<file path="src/rtl/mau_pkg.sv">
// Shared definitions for the memory access unit: FSM state encoding and default widths.
package mau_pkg;

  localparam int DEF_DATA_W = 32;
  localparam int DEF_ADDR_W = 10;

  typedef enum logic [1:0] {
    ST_IDLE  = 2'd0,
    ST_WRITE = 2'd1,
    ST_READ  = 2'd2,
    ST_RESP  = 2'd3
  } mau_state_e;

endpackage

</file>
<file path="src/rtl/mem_access_unit.sv">
// Single-request load/store unit in front of an external word-addressed data memory.
// Optional macro MAU_ALIGN_CHECK_EN rejects byte addresses that are not word aligned.
module mem_access_unit
  import mau_pkg::*;
#(
  parameter int DATA_W = DEF_DATA_W,
  parameter int ADDR_W = DEF_ADDR_W
) (
  input  logic              clk,
  input  logic              rst_n,
  input  logic              req_valid,
  output logic              req_ready,
  input  logic              req_write,
  input  logic [31:0]       req_addr,
  input  logic [DATA_W-1:0] req_wdata,
  output logic              resp_valid,
  input  logic              resp_ready,
  output logic [DATA_W-1:0] resp_rdata,
  output logic              resp_err,
  output logic              mem_we,
  output logic [ADDR_W-1:0] mem_addr,
  output logic [DATA_W-1:0] mem_din,
  input  logic [DATA_W-1:0] mem_dout,
  output mau_state_e        fsm_state
);

  // Handshake: a request moves on a rising edge where req_valid and req_ready are
  // both 1; a response moves on a rising edge where resp_valid and resp_ready are both 1.
  // req_ready is high only in IDLE, so at most one request is in flight.

  logic [ADDR_W-1:0] word_addr;
  logic [DATA_W-1:0] wdata_q;
  logic              addr_bad;

  // The range/alignment check looks at the address being latched on the accept edge,
  // so an illegal request goes straight to RESP without touching memory.
`ifdef MAU_ALIGN_CHECK_EN
  assign addr_bad = (req_addr[31:ADDR_W+2] != '0) || (req_addr[1:0] != 2'b00);
`else
  logic unused_low_bits;
  assign unused_low_bits = ^req_addr[1:0];
  assign addr_bad = (req_addr[31:ADDR_W+2] != '0);
`endif

  assign mem_addr = word_addr;
  assign mem_din  = wdata_q;

  always_ff @(posedge clk or negedge rst_n) begin
    if (!rst_n) begin
      fsm_state  <= ST_IDLE;
      req_ready  <= 1'b1;
      resp_valid <= 1'b0;
      resp_err   <= 1'b0;
      resp_rdata <= '0;
      mem_we     <= 1'b0;
      word_addr  <= '0;
      wdata_q    <= '0;
    end else begin
      case (fsm_state)
        ST_IDLE: begin
          if (req_valid) begin
            word_addr  <= req_addr[ADDR_W+1:2];
            wdata_q    <= req_wdata;
            resp_rdata <= '0;
            req_ready  <= 1'b0;
            if (addr_bad) begin
              fsm_state  <= ST_RESP;
              resp_err   <= 1'b1;
              resp_valid <= 1'b1;
            end else if (req_write) begin
              fsm_state <= ST_WRITE;
              mem_we    <= 1'b1;
            end else begin
              fsm_state <= ST_READ;
            end
          end
        end
        ST_WRITE: begin
          mem_we     <= 1'b0;
          fsm_state  <= ST_RESP;
          resp_valid <= 1'b1;
          resp_err   <= 1'b0;
        end
        ST_READ: begin
          resp_rdata <= mem_dout;
          fsm_state  <= ST_RESP;
          resp_valid <= 1'b1;
          resp_err   <= 1'b0;
        end
        ST_RESP: begin
          if (resp_ready) begin
            fsm_state  <= ST_IDLE;
            resp_valid <= 1'b0;
            resp_err   <= 1'b0;
            resp_rdata <= '0;
            req_ready  <= 1'b1;
          end
        end
        default: begin
          fsm_state <= ST_IDLE;
          mem_we    <= 1'b0;
          req_ready <= 1'b1;
        end
      endcase
    end
  end

endmodule

</file>
<file path="config.mk">
export PLATFORM = sky130hd
export DESIGN_NAME = mem_access_unit
export DESIGN_NICKNAME = d
export VERILOG_FILES = /design/src/rtl/mau_pkg.sv /design/src/rtl/mem_access_unit.sv
export SDC_FILE = /design/constraint.sdc
export NUM_CORES = 1
export LEC_CHECK = 0
export CORE_MARGIN = 5
export CORE_UTILIZATION = 38
export DETAILED_ROUTE_END_ITERATION = 8
export PLACE_DENSITY = 0.76
export SYNTH_ARGS = -nofsm -noshare
export SYNTH_HDL_FRONTEND = slang
export SYNTH_SLANG_ARGS = --single-unit
</file>
<file path="constraint.sdc">
create_clock -name clk -period 2.2 [get_ports clk]
set_input_delay 0.33 -clock clk [delete_from_list [all_inputs] [get_ports clk]]
set_output_delay 0.33 -clock clk [all_outputs]
set_load 0.01 [all_outputs]
</file>
==> results_tabular.tex <==
\begin{tabular}{lr}
\hline
Metric & Value \\
\hline
\multicolumn{2}{l}{\textbf{Layout}} \\
Growth of design area from synthesis to finish & 66.6\% \\
Non-filler cells in the finished layout & 563 \\
Final cell utilization of the core & 65.2\% \\
Final non-filler cell area & 0.00539 mm2 \\
Fill cells & 653 \\
Share of cells above drive strength 1 & 15.3\% \\
Antenna diode count & 0 \\
Number of nets in the layout & 559 \\
\multicolumn{2}{l}{\textbf{Synth}} \\
Largest family of logic cells by synthesized area & multiplexers \\
Async SR Flop Fraction & 100\% \\
Largest cells by area after synthesis & sky130\_fd\_sc\_hd\_\_dfrtp\_1, sky130\_fd\_sc\_hd\_\_mux2\_2, sky130\_fd\_sc\_hd\_\_nand2\_1 \\
Synth Area in Simple Gates & 11.1\% \\
Fraction of the yosys area taken by sequential cells & 62.0\% \\
Number of enable-type register cells in the synthesized netlist & 0 \\
Syn. warnings & 0 \\
Cell area after technology mapping & 0.00323 mm2 \\
Post-synthesis mux area share & 15.3\% \\
Syn Nets & 377 \\
Post-synthesis cell type count & 26 \\
Post-synthesis register bit count & 80 \\
Instance count of the mapped netlist & 271 \\
Fraction of synthesized cell area taken by the top area cell type & 61.1\% \\
Post-synthesis compound-gate area fraction & 7.35\% \\
Xor-xnor portion of the synthesized cell area & 0\% \\
Top cells by instance count after synthesis & sky130\_fd\_sc\_hd\_\_dfrtp\_1, sky130\_fd\_sc\_hd\_\_nand2\_1, sky130\_fd\_sc\_hd\_\_mux2\_2 \\
Post-synthesis adder-cell area fraction & 1.93\% \\
Prevailing post-synth register cell & sky130\_fd\_sc\_hd\_\_dfrtp\_1 \\
Count leader, synth & sky130\_fd\_sc\_hd\_\_dfrtp\_1 \\
Synth area leader & sky130\_fd\_sc\_hd\_\_dfrtp\_1 \\
Avg Cell Area, Syn & 11.9 um2 \\
\multicolumn{2}{l}{\textbf{Route}} \\
Number of vias after detailed routing & 2649 \\
Drt drc & 0 \\
Number of DRC violations after detailed-routing iteration 0 & 48 \\
Drt wl/cell & 15.4 um \\
Remaining antenna violation count after routing & 0 \\
Total Routed Length & 8.66 mm \\
Drt first pass iters & 4 \\
Vias per Instance & 4.71 \\
\multicolumn{2}{l}{\textbf{Floorplanning}} \\
Number of top-level pins & 181 \\
Die span in x & 102 um \\
Die Footprint & 0.0105 mm2 \\
Starting density of the core & 39.2\% \\
Number of placement rows & 33 \\
Core area & 0.00826 mm2 \\
Die outline height & 102 um \\
\multicolumn{2}{l}{\textbf{Clock tree}} \\
Clock buffer count from CTS & 9 \\
Buffers from clock root to sink, at most & 2 \\
Post-CTS Resized & 0 \\
Clock sink count & 80 \\
Clock latency on the worst-skew pair & 0.34 ns \\
Clock tree from TritonCTS & built \\
Root buf cell & sky130\_fd\_sc\_hd\_\_clkbuf\_8 \\
H-tree depth & 3 \\
Clock slew seen by the registers of the worst setup and hold paths & 0.08 ns \\
Number of buffers inserted to repair setup after CTS & 0 \\
\multicolumn{2}{l}{\textbf{STA}} \\
Fin Hold WS & 0.480 ns \\
Hold Violations, Final & 0 \\
Setup Total Neg Slack & 0 ns \\
Final count of negative-setup-slack endpoints & 0 \\
Smallest setup slack after layout & 0.421 ns \\
Time the worst path needs with I/O delays and setup & 1.78 ns \\
Max Clk Rate & 0.562 GHz \\
Unrepaired setup endpoints after global routing & no \\
Actual slew at the worst max-slew pin & 0.460 ns \\
Post-route clock skew & 0.0116 ns \\
Slew Viols, Final & 0 \\
Final critical-path share of the clock period & 80.9\% \\
Max\_slew headroom & 69.3\% \\
\multicolumn{2}{l}{\textbf{Critical path}} \\
Delay of the slowest cell on the worst path & 0.57 ns \\
Worst EP arrival & 1.45 ns \\
List of cells traversed by the critical path & clkdlybuf4s50\_1 \\
Path depth of the worst reg2reg path & 6 \\
Maximum net fanout on the critical path & 3 \\
Capture point of the worst reg-to-reg path & resp\_valid \\
Number of buffers and inverters on the critical path & 1 \\
Worst path required time & 1.87 ns \\
Slowest-stage cell, CP & sky130\_fd\_sc\_hd\_\_clkdlybuf4s50\_1 \\
Startpoint of the worst register-to-register path & fsm\_state[1] \\
Crit-path leading delay family & buffers and inverters \\
Register-to-register setup slack & 0.49 ns \\
Critical path class & register to output port \\
Startpoint type of the worst setup path & register \\
Crit. End Element & output port \\
\multicolumn{2}{l}{\textbf{Global route}} \\
Remaining global-route overflow & 0 \\
Antenna violations before repair & 0 \\
GRT Util Overall & 17.1\% \\
Wire length of the first global-routing pass & 13.8 mm \\
Number of global-route vias before repair & 2776 \\
Largest net degree at the start of global routing & 65 \\
\multicolumn{2}{l}{\textbf{Place}} \\
Placed Area & 0.00516 mm2 \\
Routability-driven placement congestion ratio & 0.744 \\
Sum of net half-perimeters after detailed placement & 6.82 mm \\
Place WS & 0.158 ns \\
Count of input and output buffers & 178 \\
Number of cells after detailed placement & 546 \\
\multicolumn{2}{l}{\textbf{Hold path}} \\
Path type of the worst min-delay path & primary input to async pin \\
\multicolumn{2}{l}{\textbf{Outcome}} \\
Result of the run & finished clean \\
\multicolumn{2}{l}{\textbf{Power and ir drop}} \\
Power per Cell Area & 1340 mW/mm2 \\
Static leakage power & 2.23 nW \\
Peak supply drop & 673 uV \\
Final Power & 7.24 mW \\
\multicolumn{2}{l}{\textbf{Job}} \\
Max-cap viol count & 0 \\
\hline
\end{tabular}
==> placed cells by master (no fill, tap or decap), types with 2 or more instances in the layout <==
cell type and instances:
sky130_fd_sc_hd__mux2_2 42, sky130_fd_sc_hd__a21oi_1 3, sky130_fd_sc_hd__o21ai_1 8, sky130_fd_sc_hd__buf_4 4, sky130_fd_sc_hd__bufinv_16 2, sky130_fd_sc_hd__clkbuf_1 2, sky130_fd_sc_hd__inv_1 6, sky130_fd_sc_hd__nand2_1 67
sky130_fd_sc_hd__o22ai_1 2, sky130_fd_sc_hd__clkbuf_8 9, sky130_fd_sc_hd__mux2_1 2, sky130_fd_sc_hd__nor4_2 2, sky130_fd_sc_hd__o21ai_0 26, sky130_fd_sc_hd__dfrtp_1 79, sky130_fd_sc_hd__ha_1 5, sky130_fd_sc_hd__buf_12 2
sky130_fd_sc_hd__clkdlybuf4s50_1 177, sky130_fd_sc_hd__nor4_1 3
==> per-layer routing <==
| metal | track usage (%) | wire length [um] | up-vias |
|---|---|---|---|
| li1 | - | - | 1284 |
| met1 | 20.1 | 3300 | 1241 |
| met2 | 28.6 | 4400 | 109 |
| met3 | 5.67 | 738 | 15 |
| met4 | 7.27 | 232 | 0 |
| met5 | 0 | 0 | - |
==> state kept, by name, summed over array words and instances (netlist names) <==
signal,count
mem_din,32
resp_rdata,32
mem_addr,10
fsm_state,2
mem_we,1
req_ready,1
resp_err,1
resp_valid,1
==> power by group <==
part | switching, mW | internal [mW] | total, mW
Combinational | 1.53 | 2.01 | 3.54
Clock | 0.514 | 0.641 | 1.15
Sequential | 0.349 | 2.20 | 2.54
Total | 2.39 | 4.85 | 7.24
==> layout make-up <==
| cell class | instances | area [um2] | share of cell area [%] |
|---|---|---|---|
| flip-flops and latches | 80 | 2000 | 37.2 |
| repair buffers | 184 | 1850 | 34.4 |
| multi-input cells | 172 | 1160 | 21.6 |
| clock buffers | 11 | 131 | 2.44 |
| well taps | 105 | 131 | 2.44 |
| clock inverters | 5 | 81.3 | 1.51 |
| inverters | 6 | 22.5 | 0.418 |
==> worst max path at each step <==
stage / to / slack, ns / cells after the start / start
final: req_ready / 0.42 / 1 / req_ready
after global routing: resp_valid / 0.34 / 6 / fsm_state[1]
after CTS: req_ready / 0.40 / 1 / req_ready
after detailed placement: resp_err / 0.16 / 5 / req_addr[22]
after global placement: resp_valid / 0.20 / 5 / req_addr[18]
after floorplan: mem_din[10] / 0.57 / 5 / fsm_state[0]
==> what timing repair did <==
item | CTS | global route
hold buffers | 1 | 0
endpoints found under the hold margin | 33 | 0
endpoints found under the setup margin | 0 | 0
==> cells by family (layout without fill, tap and decap cells) <==
logic type                 Yosys count  after routing
AOI/OAI and AO/OA                   43             43
buffers and inverters               19            206
DFF                                 80             80
muxes                               44             44
and+or+nand+nor                     80             80
adders and majority gates            5              5
Power figures use the tool's default switching activity.
